**src/rtl/mem_port_arbiter.sv**
```systemverilog
// rtl/mem_port_arbiter.sv - DM-priority arbiter sharing one single-port memory between IF and DM
// Optional perf counters are compiled in when MEM_ARB_PERF_CNT_EN is defined.
module mem_port_arbiter #(
  parameter int ADDR_W        = 64,
  parameter int DATA_W        = 64,
  parameter int MAX_DM_STREAK = 4
) (
  input  logic              clk,
  input  logic              reset,
  input  logic              if_req,
  input  logic [ADDR_W-1:0] if_addr,
  output logic              if_ack,
  output logic [DATA_W-1:0] if_rdata,
  output logic              if_stall,
  input  logic              dm_req,
  input  logic              dm_we,
  input  logic [ADDR_W-1:0] dm_addr,
  input  logic [DATA_W-1:0] dm_wdata,
  output logic              dm_ack,
  output logic [DATA_W-1:0] dm_rdata,
  output logic              dm_stall,
  output logic              mem_req,
  output logic              mem_we,
  output logic [ADDR_W-1:0] mem_addr,
  output logic [DATA_W-1:0] mem_wdata,
  input  logic [DATA_W-1:0] mem_rdata,
  input  logic              mem_ready
`ifdef MEM_ARB_PERF_CNT_EN
  ,
  output logic [31:0]       perf_if_grants,
  output logic [31:0]       perf_dm_grants,
  output logic [31:0]       perf_conflict_cycles
`endif
);

  localparam int SW = (MAX_DM_STREAK < 1) ? 1 : $clog2(MAX_DM_STREAK + 1);
  localparam logic [SW-1:0] STREAK_MAX = SW'(MAX_DM_STREAK);

  typedef enum logic [1:0] {
    IDLE = 2'd0,
    BUSY = 2'd1,
    RESP = 2'd2
  } state_e;

  state_e            state_q, state_d;
  logic [SW-1:0]     streak_q, streak_d;
  logic              win_dm_q, win_dm_d;
  logic              mem_req_q, mem_req_d;
  logic              mem_we_q, mem_we_d;
  logic [ADDR_W-1:0] mem_addr_q, mem_addr_d;
  logic [DATA_W-1:0] mem_wdata_q, mem_wdata_d;
  logic              if_ack_q, if_ack_d;
  logic              dm_ack_q, dm_ack_d;
  logic [DATA_W-1:0] if_rdata_q, if_rdata_d;
  logic [DATA_W-1:0] dm_rdata_q, dm_rdata_d;
  logic              grant_dm, grant_if;

  always_ff @(posedge clk or posedge reset) begin
    if (reset) begin
      state_q     <= IDLE;
      streak_q    <= '0;
      win_dm_q    <= 1'b0;
      mem_req_q   <= 1'b0;
      mem_we_q    <= 1'b0;
      mem_addr_q  <= '0;
      mem_wdata_q <= '0;
      if_ack_q    <= 1'b0;
      dm_ack_q    <= 1'b0;
      if_rdata_q  <= '0;
      dm_rdata_q  <= '0;
    end else begin
      state_q     <= state_d;
      streak_q    <= streak_d;
      win_dm_q    <= win_dm_d;
      mem_req_q   <= mem_req_d;
      mem_we_q    <= mem_we_d;
      mem_addr_q  <= mem_addr_d;
      mem_wdata_q <= mem_wdata_d;
      if_ack_q    <= if_ack_d;
      dm_ack_q    <= dm_ack_d;
      if_rdata_q  <= if_rdata_d;
      dm_rdata_q  <= dm_rdata_d;
    end
  end

  always_comb begin
    state_d     = state_q;
    streak_d    = streak_q;
    win_dm_d    = win_dm_q;
    mem_req_d   = mem_req_q;
    mem_we_d    = mem_we_q;
    mem_addr_d  = mem_addr_q;
    mem_wdata_d = mem_wdata_q;
    if_ack_d    = 1'b0;
    dm_ack_d    = 1'b0;
    if_rdata_d  = if_rdata_q;
    dm_rdata_d  = dm_rdata_q;
    grant_dm    = 1'b0;
    grant_if    = 1'b0;

    case (state_q)
      IDLE: begin
        // DM wins unless IF has already been passed over MAX_DM_STREAK times in a row.
        grant_dm = dm_req && (!if_req || (streak_q != STREAK_MAX));
        grant_if = if_req && !grant_dm;

        if (!if_req || grant_if) begin
          streak_d = '0;
        end else if (grant_dm) begin
          streak_d = streak_q + SW'(1);
        end

        if (grant_dm) begin
          win_dm_d    = 1'b1;
          mem_req_d   = 1'b1;
          mem_we_d    = dm_we;
          mem_addr_d  = dm_addr;
          mem_wdata_d = dm_wdata;
          state_d     = BUSY;
        end else if (grant_if) begin
          win_dm_d   = 1'b0;
          mem_req_d  = 1'b1;
          mem_we_d   = 1'b0;
          mem_addr_d = if_addr;
          state_d    = BUSY;
        end
      end

      BUSY: begin
        if (mem_ready) begin
          mem_req_d = 1'b0;
          state_d   = RESP;
          if (win_dm_q) begin
            dm_ack_d = 1'b1;
            if (!mem_we_q) begin
              dm_rdata_d = mem_rdata;
            end
          end else begin
            if_ack_d   = 1'b1;
            if_rdata_d = mem_rdata;
          end
        end
      end

      // One dead cycle so a requester still holding req after its ack is not re-served.
      RESP: begin
        state_d = IDLE;
      end

      default: begin
        state_d = IDLE;
      end
    endcase
  end

  assign if_ack    = if_ack_q;
  assign if_rdata  = if_rdata_q;
  assign if_stall  = if_req & ~if_ack_q;
  assign dm_ack    = dm_ack_q;
  assign dm_rdata  = dm_rdata_q;
  assign dm_stall  = dm_req & ~dm_ack_q;
  assign mem_req   = mem_req_q;
  assign mem_we    = mem_we_q;
  assign mem_addr  = mem_addr_q;
  assign mem_wdata = mem_wdata_q;

`ifdef MEM_ARB_PERF_CNT_EN
  logic [31:0] perf_if_q, perf_if_d;
  logic [31:0] perf_dm_q, perf_dm_d;
  logic [31:0] perf_conf_q, perf_conf_d;

  always_ff @(posedge clk or posedge reset) begin
    if (reset) begin
      perf_if_q   <= '0;
      perf_dm_q   <= '0;
      perf_conf_q <= '0;
    end else begin
      perf_if_q   <= perf_if_d;
      perf_dm_q   <= perf_dm_d;
      perf_conf_q <= perf_conf_d;
    end
  end

  // Saturating counters: they stick at all-ones rather than wrapping.
  always_comb begin
    perf_if_d   = perf_if_q;
    perf_dm_d   = perf_dm_q;
    perf_conf_d = perf_conf_q;
    if (grant_if && (perf_if_q != 32'hFFFF_FFFF)) begin
      perf_if_d = perf_if_q + 32'd1;
    end
    if (grant_dm && (perf_dm_q != 32'hFFFF_FFFF)) begin
      perf_dm_d = perf_dm_q + 32'd1;
    end
    if (if_req && dm_req && (perf_conf_q != 32'hFFFF_FFFF)) begin
      perf_conf_d = perf_conf_q + 32'd1;
    end
  end

  assign perf_if_grants       = perf_if_q;
  assign perf_dm_grants       = perf_dm_q;
  assign perf_conflict_cycles = perf_conf_q;
`endif

endmodule

```
**config.mk**
```make
export PLATFORM = sky130hd
export DESIGN_NAME = mem_port_arbiter
export DESIGN_NICKNAME = d
export VERILOG_FILES = /design/src/rtl/mem_port_arbiter.sv
export SDC_FILE = /design/constraint.sdc
export NUM_CORES = 1
export LEC_CHECK = 0
export CAP_MARGIN = 20
export CORE_AREA = 3 3 204 206
export CTS_CLUSTER_DIAMETER = 50
export DETAILED_ROUTE_END_ITERATION = 10
export DIE_AREA = 0 0 207 209
export SKIP_CTS_REPAIR_TIMING = 1
export SKIP_LAST_GASP = 1
export SYNTH_ARGS = -nofsm -noshare
export SYNTH_HDL_FRONTEND = slang
export SYNTH_SLANG_ARGS = --single-unit
export TNS_END_PERCENT = 20
```
**constraint.sdc**
```tcl
create_clock -name clk -period 9.5 [get_ports clk]
set_clock_uncertainty 0.2 [all_clocks]
set_input_delay 2.375 -clock clk [delete_from_list [all_inputs] [get_ports clk]]
set_output_delay 2.375 -clock clk [all_outputs]
set_load 0.005 [all_outputs]
```
==> results.md <==
* Total negative slack at 0 ns
* Switch share at 29.4%
* Starting Density at 27.5%
* Minimum clock period at 6.31 ns
* Reg power frac at 33.2%
* Worst Path Max Fanout at 7
* Min-Delay Path Depth at 1
* Gpl congestion at 0.764
* Final worst slack at 3.19 ns
* Final instance area at 0.0180 mm^2
* Cell mode on critical path: clkdlybuf4s50_1
* Fraction of layout cells with a size suffix above 1 at 20.5%
* Nets@finish at 1,590
* Pre-CTS setup slack at 3.20 ns
* Crit path DAT at 3.74 ns
* PD cells at 336 mW/mm^2
* Slew Limit Fails at 0
* RR Startpoint: streak_q[0]$_DFFE_PP0P_
* Status: complete, no violations
* Hold_sp: dm_rdata[51]$_DFFE_PP0P_
* CTS max path bufs at 3
* Smallest hold slack at 0.291 ns
* Family with the most delay on the worst path: buffers and inverters
* Final cycle utilization of the critical path at 66.5%
* # IOs at 524
* CTS root buf: clkbuf_16
* Worst relative slew slack at 29.8%
* # rows at 73
* Initial antenna violation count at 1
* Area grow syn2layout at 64.7%
* FF-to-FF path depth at 6
* Worst skew pair latency at 0.53 ns
* DIE AREA at 0.0433 mm^2
* Type of the worst setup path: in -> out
* Antenna-violating nets left at 0
* Final wirelength at 38,500 um
* GRT Total Usage at 17.4%
* Core area at 0.0398 mm^2
* P_leak at 7.40 nW
* Worst slew pin tran at 1.05 ns
* Clock transition at path regs at 0.06 ns
* Worst setup EP type: output pin
* Fmax at 158 MHz
* Buffers and inverters on the worst path at 2
* Die Width at 207 um
* Initial DRC Count at 529
* Sequential share of the synthesized area at 60.9%
* Grt ovf at 0
* Pre-antenna DRT Iters at 4
* Syn Std Cell Area at 0.0109 mm^2
* Yosys reg bits at 266
* Cells after Synth at 820
* Critical Path Source Type: input port
* CTS tree: done
* First-pass GRT wire length at 59,500 um
* Switching Power at 0.00178 W
* Residual DRC at 0
* Top-area cell type share of the netlist area at 60.9%
* Dpl hpwl at 26,500 um
* Avg Vias per Cell at 4.72
* Final setup viols at 0
* Critical R2R Capture: mem_wdata[26]$_DFFE_PP0P_
* Top_reg_cell synth: dfrtp_1
* Post-synth EDFFs at 0
* Vias in the first global route at 9,482
* # clock sinks at 266
* H-tree Lvls at 2
* Count of cell types in the netlist at 27
* Critical path startpoint: if_req
* CP max-delay cell: clkdlybuf4s50_1
* Internal power at 0.00427 W
* Async set or reset register ratio after synthesis at 100%
* Most common cell in the netlist: dfrtp_1
* Reg2reg setup slack at 6.12 ns
* Delay of the slowest critical-path stage at 0.67 ns
* Largest net degree at the start of global routing at 165
* Hold-critical path endpoint: dm_rdata[51]$_DFFE_PP0P_
* Fill cell count at 3,711
* Average size of a mapped cell at 13.3 um^2
* Crit path cell chain: clkdlybuf4s50_1, nor2b_1, clkdlybuf4s50_1
* Top cells by count, synth: 266 x dfrtp_1, 188 x mux2_2, 69 x inv_1
* Post-Synthesis Net Count at 1,084
* Worst Path Required at 6.93 ns
* Top cells by area, synth: dfrtp_1 61%, mux2_2 19%, o221ai_1 5.1%, nand4_1 3.7%, nand3_1 3.1%
* HP Class: reg -> reg
* Unrepaired setup endpoints after global routing: no
* Final Hold Vio Count at 0
* VDD IR max at 0.000195 V
* Logic gate share of total power at 41.3%
* Yosys top cell by area: dfrtp_1
* Wirelength per Cell at 20.5 um
* Port bufs at 523
* Synthesis Warnings at 0
* Max cap viols at 0
* DP Area at 0.0166 mm^2
* Via count at 8,878
* Die outline height at 209 um
* CTS Buf Count at 40
* Clock power frac at 25.4%
registers in the layout (all words and copies together) (netlist names):
signal / flops
dm_ack: 1
dm_rdata: 64
if_ack: 1
if_rdata: 64
mem_addr: 64
mem_req: 1
mem_wdata: 64
mem_we: 1
state_q: 2
streak_q: 3
win_dm_q: 1
metrics by stage:
| step | power [W] | std cells | util, % |
|---|---|---|---|
| 3_5_place_dp | 0.00455 | 1809 | 41.7 |
| 6_report | 0.00605 | 1880 | 45.2 |
| 5_1_grt | 0.00641 | 1880 | 45.2 |
| 2_1_floorplan | 0.00299 | 820 | - |
| 4_1_cts | 0.00615 | 1879 | 45.2 |
| 3_3_place_gp | 0.00451 | 1809 | 41.7 |
worst max path at each step:
stage,to,slack (ns),cells after the start
floorplan,dm_ack$_DFF_PP0_,3.41,1
global placement,if_stall,3.22,3
detailed placement,if_stall,3.20,3
CTS,if_stall,3.20,3
global route,if_stall,3.19,3
finish,if_stall,3.19,3
cells in the final DEF (no fill, tap or decap), drive strengths merged:
master         instances
clkbuf                52
nor2b                  2
mux2                 193
nor2                   3
or2b                   1
diode                  1
and2                   2
or2                    1
clkinv                 4
clkinvlp               2
and4                   1
o21ai                  2
o31ai                  1
inv                   76
nor3                   1
nand4                 64
o22ai                  2
nand3                 68
bufinv                 5
clkdlybuf4s50        522
a32o                   1
dfrtp                266
nand3b                 1
o221ai                64
nand2                  5
buf                   13
ha                     2
power by group through the flow:
stage | Combinational [W] | Clock, W | Sequential (W)
6_report | 0.00250 | 0.00154 | 0.00201
3_5_place_dp | 0.00253 | 0 | 0.00202
3_3_place_gp | 0.00251 | 0 | 0.00200
5_1_grt | 0.00268 | 0.00164 | 0.00209
2_1_floorplan | 0.000943 | 0 | 0.00204
4_1_cts | 0.00254 | 0.00159 | 0.00202
layout make-up:
type	count	area, um^2	area share, %
Multi-Input combinational cell	414	3690	20.5
Tap cell	525	657	3.65
Inverter	69	263	1.46
Antenna cell	1	2.50	0.0139
Timing Repair Buffer	535	5330	29.6
Clock inverter	18	263	1.46
Clock buffer	52	1140	6.32
Sequential cell	266	6660	37.0
per-layer routing:
metal,wire length [um],vias to the layer above,global-route usage (%)
li1,-,4013,-
met1,15500,4429,21.4
met2,18600,374,28.1
met3,3450,62,6.56
met4,1010,0,5.95
met5,0,-,0
cells by family (layout without fill, tap and decap cells):
logic type                 Yosys count  after routing  synth area share (%)
AOI/OAI and AO/OA                   70             70                  5.49
and+or+nand+nor                    149            149                  7.82
adders and majority gates            2              2                 0.229
buffers and inverters              140            674                  5.69
other                                0              1                     0
muxes                              193            193                  19.9
DFF                                266            266                  60.9
(Power assumes the default switching activity.)
==> patch, RTL diff (same settings) <==
`DATA_W`: 64 -> 56.
--- a/src/rtl/mem_port_arbiter.sv
+++ b/src/rtl/mem_port_arbiter.sv
@@ -2,7 +2,7 @@
 // Optional perf counters are compiled in when MEM_ARB_PERF_CNT_EN is defined.
 module mem_port_arbiter #(
   parameter int ADDR_W        = 64,
-  parameter int DATA_W        = 64,
+  parameter int DATA_W        = 56,
   parameter int MAX_DM_STREAK = 4
 ) (
   input  logic              clk,
Interface: changed (5 resized); port bits go from 524 to 484. The function was not compared with the original's and may differ.
==> patch against the unedited design <==
Cell area fell by 6.6%; count of clock-buffer cells in the layout fell by 6; maximum frequency rose by 1.1%; synthesized area fell by 4.6%; power fell by 9.6%; clock power fell by 15%; sequential cell count fell by 24; setup slack improved by 67 ps; routed wire length fell by 8.1%; critical path type unchanged.
==> patch: results (changes against the unedited design) <==
Yosys cell types=29 (+7.4%); Clock transition at path regs=50 ps; GPL Wtd Cong=0.762 (-0.27%); WL/cell=19.9 microns (-3.0%); Root Buffer=clkbuf_16; TritonCTS Buffers=36 (-10%); critical path's largest stage delay=630 ps (-40 ps); Critical R2R Capture=mem_wdata[17]; Slowest-stage cell, CP=clkdlybuf4s50_1; 1st-iter DRT viols=420 (-21%); Seq/Total Area, Yosys=0.581 (-0.0281); reg-to-reg startpoint=state_q[0]; Worst IR Drop VDD=0.000206 V (+5.5%); register-to-register setup slack=5460 ps (-660 ps); Lkg Pwr=6.81 nW (-7.9%); syn_nets=1018 (-6.1%); GR Util All Layers=0.159 (-0.0148); nets@finish=1479 (-7.0%); synth top area cells=dfrtp_1 58%, mux2_1 11%, mux2_2 7.7%; first-pass GRT wire length=54.4 mm (-8.4%); Rel. slew slack=0.300 (+0.00191); Crit path max-delay family=buffers and inverters; H-tree Lvls=2 (unchanged); I/O Buffers=483 (-7.6%); layout cells sized above 1=0.158 (-0.0467); largest net degree at the start of global routing=141 (-15%); status=completed; Arrival @ worst endpoint=3670 ps (-70 ps); vias per inst=4.57 (-3.2%); R2R depth=4 (-2); vias in the first global route=8698 (-8.3%); hpwl dp=24.6 mm (-7.1%); ys async rst share=1.00 (unchanged); Critical Path Sink=if_stall; top cells by count, synth=242 x dfrtp_1, 98 x mux2_1, 71 x mux2_2
## patch: area by class of cell
class / instances / area (sq um)
Antenna cell: 1 / 2.50
Clock buffer: 46 / 1010
Clock inverter: 15 / 184
Fill cell: 3820 / 23000
Inverter: 69 / 267
Multi-Input combinational cell: 390 / 3730
Sequential cell: 242 / 6060
Tap cell: 525 / 657
Timing Repair Buffer: 492 / 4910
## patch: kinds of logic (layout without fill, tap and decap cells)
group | after synthesis | after routing | synth area share
fa+ha+maj | 2 | 2 | 0.00240
other cells | 0 | 1 | 0
simple gates | 149 | 149 | 0.0817
compound gates | 70 | 70 | 0.0870
mux | 169 | 169 | 0.183
buf+inv | 138 | 622 | 0.0655
flops | 242 | 242 | 0.581
## patch: worst min path at each step
| stage | from | end | cells after the start |
|---|---|---|---|
| after global placement | dm_rdata[1] | dm_rdata[1] | 1 |
| final | dm_rdata[19] | dm_rdata[19] | 1 |
| after detailed placement | if_rdata[28] | if_rdata[28] | 1 |
| after CTS | if_rdata[18] | if_rdata[18] | 1 |
| after global routing | dm_rdata[19] | dm_rdata[19] | 1 |
| after floorplan | mem_req | mem_req | 2 |
## patch: through the flow
stage	std cells	setup WS (ps)	area [sq um]	hold WS, ps
floorplan	770	280	10400	268
global placement	1718	3250	15600	267
detailed placement	1718	3250	15600	274
CTS	1779	3250	16800	285
global route	1779	3220	16800	300
finish	1780	3250	16800	282
## patch: routing by layer
layer / GRT usage / vias up / wire (microns)
li1: - / 3742 / -
met1: 0.190 / 3999 / 14300
met2: 0.265 / 334 / 17100
met3: 0.0567 / 57 / 3000
met4: 0.0569 / 2 / 987
met5: 0 / - / 17
## patch: power breakdown
part / switching, mW / internal, mW / leakage, nW
Combinational: 0.894 / 1.43 / 3.34
Clock: 0.502 / 0.813 / 0.578
Sequential: 0.273 / 1.55 / 2.90
